### src/rtl/bf16_addsub_arbiter.sv
// Round-robin front end that time-shares one bfloat16 add/sub unit between NUM_REQ
// requesters; a tag pipe aligned with the unit's latency routes each result back to its owner.
module bf16_addsub_arbiter #(
  parameter int NUM_REQ = 4,
  parameter int ADD_LAT = 1,
  parameter int IDW     = $clog2(NUM_REQ)
) (
  input  logic                  clk,
  input  logic                  rst_n,
  input  logic                  en,
  input  logic [NUM_REQ-1:0]    req_valid,
  input  logic [16*NUM_REQ-1:0] req_a,
  input  logic [16*NUM_REQ-1:0] req_b,
  input  logic [NUM_REQ-1:0]    req_cntl,
  output logic [NUM_REQ-1:0]    req_ready,
  output logic [15:0]           alu_a,
  output logic [15:0]           alu_b,
  output logic                  alu_cntl,
  input  logic [15:0]           alu_c,
  output logic [NUM_REQ-1:0]    rsp_valid,
  output logic [15:0]           rsp_data,
  output logic                  busy
);

  localparam logic [NUM_REQ-1:0] ONE = NUM_REQ'(1);

  logic [IDW-1:0]     ptr;
  logic [IDW-1:0]     win;
  logic [IDW-1:0]     ptr_nxt;
  logic               found;
  logic [NUM_REQ-1:0] rot;
  logic [NUM_REQ-1:0] win_oh;
  logic               fire;
  logic [15:0]        sel_a;
  logic [15:0]        sel_b;
  logic               sel_cntl;
  logic [ADD_LAT:0]   tag_v;
  logic [IDW-1:0]     tag_id [ADD_LAT+1];

  function automatic logic [IDW-1:0] wrap_add(input logic [IDW-1:0] base, input int off);
    int s;
    s = int'(base) + off;
    s = (s >= NUM_REQ) ? s - NUM_REQ : s;
    return IDW'(s);
  endfunction

  // Rotate requests so bit 0 is the pointer position, then take the first set bit.
  always_comb begin
    found = 1'b0;
    win   = ptr;
    rot   = NUM_REQ'({req_valid, req_valid} >> ptr);
    for (int k = 0; k < NUM_REQ; k++) begin
      win   = (!found && rot[k]) ? wrap_add(ptr, k) : win;
      found = found | rot[k];
    end
  end

  // Grant decode plus AND-OR operand mux driven by the winner one-hot.
  always_comb begin
    win_oh    = ONE << win;
    req_ready = (en && rst_n && found) ? win_oh : {NUM_REQ{1'b0}};
    fire      = |(req_valid & req_ready);
    ptr_nxt   = (win == IDW'(NUM_REQ - 1)) ? {IDW{1'b0}} : win + IDW'(1);
    sel_a     = 16'h0000;
    sel_b     = 16'h0000;
    sel_cntl  = 1'b0;
    for (int k = 0; k < NUM_REQ; k++) begin
      sel_a    = sel_a | (req_a[16*k +: 16] & {16{win_oh[k]}});
      sel_b    = sel_b | (req_b[16*k +: 16] & {16{win_oh[k]}});
      sel_cntl = sel_cntl | (req_cntl[k] & win_oh[k]);
    end
  end

  // Pointer and operand registers only move on a handshake.
  always_ff @(posedge clk) begin
    if (!rst_n) begin
      ptr      <= {IDW{1'b0}};
      alu_a    <= 16'h0000;
      alu_b    <= 16'h0000;
      alu_cntl <= 1'b0;
    end else if (fire) begin
      ptr      <= ptr_nxt;
      alu_a    <= sel_a;
      alu_b    <= sel_b;
      alu_cntl <= sel_cntl;
    end else begin
      ptr      <= ptr;
      alu_a    <= alu_a;
      alu_b    <= alu_b;
      alu_cntl <= alu_cntl;
    end
  end

  // Tag pipe: stage ADD_LAT lines up with alu_c, so its result is captured into rsp_*.
  always_ff @(posedge clk) begin
    if (!rst_n) begin
      tag_v     <= {(ADD_LAT+1){1'b0}};
      for (int k = 0; k <= ADD_LAT; k++) tag_id[k] <= {IDW{1'b0}};
      rsp_valid <= {NUM_REQ{1'b0}};
      rsp_data  <= 16'h0000;
    end else begin
      tag_v[0]  <= fire;
      tag_id[0] <= win;
      for (int k = 1; k <= ADD_LAT; k++) begin
        tag_v[k]  <= tag_v[k-1];
        tag_id[k] <= tag_id[k-1];
      end
      if (tag_v[ADD_LAT]) begin
        rsp_valid <= ONE << tag_id[ADD_LAT];
        rsp_data  <= alu_c;
      end else begin
        rsp_valid <= {NUM_REQ{1'b0}};
        rsp_data  <= rsp_data;
      end
    end
  end

  assign busy = (|tag_v) | (|rsp_valid);

endmodule

### config.mk
export PLATFORM = sky130hd
export DESIGN_NAME = bf16_addsub_arbiter
export DESIGN_NICKNAME = d
export VERILOG_FILES = /design/src/rtl/bf16_addsub_arbiter.sv
export SDC_FILE = /design/constraint.sdc
export NUM_CORES = 1
export LEC_CHECK = 0
export ABC_AREA = 1
export ABC_CLOCK_PERIOD_IN_PS = 2800
export CORE_UTILIZATION = 37
export DETAILED_ROUTE_END_ITERATION = 10
export PLACE_DENSITY = 0.82
export SYNTH_ARGS = -nofsm -noshare
export SYNTH_HDL_FRONTEND = slang
export SYNTH_SLANG_ARGS = --single-unit
### constraint.sdc
create_clock -name clk -period 2.8 [get_ports clk]
set_input_delay 0.28 -clock clk [delete_from_list [all_inputs] [get_ports clk]]
set_output_delay 0.28 -clock clk [all_outputs]
set_load 0.01 [all_outputs]
==> key figures <==
Pwr
  – Peak VDD IR: 520 µV
  – Pwr dens: 973 nW/µm²
  – Lkg Pwr: 2.71 nW

Yosys
  – Syn avg cell area: 6.02 µm²
  – Main combinational cell family by area after synthesis: simple AND/OR/NAND/NOR gates
  – Adder-cell share of the synthesized area: 1.51%
  – Cells after synthesis: 549
  – Post-Syn Nets: 708
  – Top cells by area, synth: dfxtp_1, nand2_1, nor2_1
  – Simple-gate share of the synthesized area: 46.8%
  – Synth Register Bits: 61
  – Proportion of synthesized area in mux cells: 0%
  – Synth Cell Area: 3310 µm²
  – Post-synth top area share: 36.9%
  – Yosys cell types: 22
  – Seq/Total Area, Yosys: 36.9%
  – Synth Area in XOR/XNOR: 0.530%
  – Synth warnings: 0
  – Compound-gate portion of the synthesized area: 4.05%
  – Synth area leader: dfxtp_1

Place
  – Placed cell count: 858
  – Routability cong.: 0.879
  – Port-buffer cells: 212
  – Post-placement worst setup slack: -256 ps
  – Detail Placement HPWL: 9110 µm

Final layout
  – Synthesis-to-finish area growth: 80.3%
  – Filler cell count: 707
  – Commonest cells after routing, fill and taps aside: clkdlybuf4s50_1, nand2_1, nor2_1, dfxtp_1, inv_1
  – Nets: 927
  – Leading cell type in the layout, fill and taps excluded: clkdlybuf4s50_1
  – Final Util: 68.7%
  – # diodes: 0
  – Layout cells sized above 1: 9.96%
  – Non-Filler Instances: 881

Route
  – Per-cell routed wire length: 13.8 µm
  – Vias: 4,310
  – Pre-Repair DR Iteration Count: 4
  – Number of vias per cell: 4.89
  – Overall routed net length: 12,100 µm
  – Post-route ant nets: 0
  – DRC violations left: 0
  – 1st-iter DRT viols: 154

Worst setup path
  – Worst-path maximum fanout: 4
  – Required @ worst endpoint: 2520 ps
  – Kind of critical path: in -> out
  – Critical path capture point type: primary output
  – CP Data Arrival Time: 2460 ps
  – CP Launch Type: primary input

STA
  – Actual slew at the worst max-slew pin: 584 ps
  – Slew headroom: 61.0%
  – Max Freq: 0.365 GHz
  – Period minus WS final: 2740 ps
  – Final Setup Violations: 0
  – Layout Skew: 11.4 ps
  – Final Cycle Share: 97.8%
  – Fin. max-slew vios: 0
  – Final hold violation count: 0
  – Fin worst setup slack: 61.7 ps

Floorplan
  – Total core area: 8680 µm²
  – Num rows: 34
  – Die area: 9320 µm²
  – Die Width: 96.5 µm
  – Initial Util: 38.1%
  – I/O pin count: 213
  – Die height: 96.5 µm

Global routing
  – Global route overflow: 0
  – Number of global-route vias before repair: 3,952
  – Largest net degree at the start of global routing: 57
  – First-pass GRT wire length: 17,400 µm
  – Initial antenna violation count: 0
  – Total GRT Usage: 24.6%

Clock tree
  – Clock Root Buffer: clkbuf_8
  – Clk buf depth: 2
  – Clk sink count: 61
  – H-tree levels: 3
  – Clk Latency, worst-skew pair: 330 ps
  – CTS hold repair buffers: 0
  – TritonCTS Buffers: 9
  – TritonCTS clock tree: built
  – Clock transition at path regs: 70 ps

Status
  – Status: completed

Flow run
  – Max Cap Viol: 0

Min path
  – HP Class: reg -> reg
==> worst max-delay path, stage by stage <==
cell and delay (ps):
clkdlybuf4s50_1 480, nand2_2 120, nand3_1 100, nand2_1 160
inv_1 110, nor2_4 110, nand2_1 100, nand2_2 120
xor2_4 190, buf_4 150, ha_4 150, inv_1 50
nor2_1 90, clkdlybuf4s15_1 260
==> Yosys cell counts <==
library cell,number
ha_1,4
a22o_1,2
buf_2,3
xor2_1,2
buf_6,4
nand4_2,1
dfxtp_1,61
o221ai_1,1
nor2_1,112
clkinv_1,1
nand3_1,11
nor2_4,1
nor4_1,3
clkbuf_1,23
a221oi_1,2
o21ai_0,18
nand4_1,35
buf_1,2
nand2_1,214
inv_2,2
nand2_2,1
inv_1,46
==> through the flow <==
| step | hold WS [ps] | area [µm²] | setup TNS, ps | power, mW |
|---|---|---|---|---|
| after floorplan | 390 | 3310 | 0 | 3.36 |
| after global placement | 401 | 5580 | -4580 | 4.58 |
| after detailed placement | 404 | 5580 | -8220 | 4.66 |
| after CTS | 420 | 5790 | -158 | 5.45 |
| after global routing | 443 | 5960 | -976 | 6.30 |
| final | 418 | 5960 | 0 | 5.80 |
==> repair_timing <==
item / 4_1_cts / 5_1_grt
endpoints found under the setup margin: 30 / 39
buffers inserted: 2 / 3
gates cloned: 0 / 2
resized for setup: 11 / 36
pin swaps: 1 / 5
==> routing by layer <==
layer / track usage [%] / part of all wire, % / up-vias
met5: 0 / 0 / -
met4: 12.5 / 4.2 / 0
met3: 8.22 / 8.5 / 42
met2: 46.2 / 52 / 195
met1: 23.7 / 36 / 1932
li1: - / - / 2141
==> registers in the layout (all words and copies together), names as in the netlist <==
name,flops
alu_a,16
alu_b,16
alu_cntl,1
ptr,2
rsp_data,16
rsp_valid,4
tag_id,4
tag_v,2
==> final cells by class <==
| class | count | area (µm²) | area share, % |
|---|---|---|---|
| multi-input combinational | 407 | 1870 | 31.3 |
| clock inverter | 4 | 22.5 | 0.378 |
| tap | 108 | 135 | 2.27 |
| timing repair buffer | 240 | 2370 | 39.7 |
| clock buffer | 12 | 155 | 2.60 |
| sequential | 61 | 1230 | 20.6 |
| inverter | 49 | 189 | 3.17 |
==> power breakdown <==
group / leakage, nW / internal, mW / total [mW] / switching (mW)
Combinational: 2.12 / 1.72 / 3.95 / 2.23
Sequential: 0.499 / 1.04 / 1.16 / 0.111
Clock: 0.0921 / 0.365 / 0.693 / 0.328
==> cells by family after synthesis <==
family	Yosys count
and+or+nand+nor	378
buffers and inverters	81
DFF	61
AOI/OAI and AO/OA	23
adders and majority gates	4
xor gates and xnor gates	2
==> path summary, 6_finish.rpt <==
kind | start | end | slack (ps) | depth (start not counted)
worst max-delay path | req_valid[1] | req_ready[2] | 60 | 14
worst min register to register | tag_id[0][1]$_SDFF_PN0_ | tag_id[0][3]$_SDFF_PN0_ | 420 | 2
worst min-delay path | tag_id[0][1]$_SDFF_PN0_ | tag_id[0][3]$_SDFF_PN0_ | 420 | 2
worst max register to register | ptr[0]$_SDFFE_PN0P_ | alu_a[15]$_SDFFE_PN0P_ | 80 | 19
Note: power is estimated with default switching activity, not from simulation.
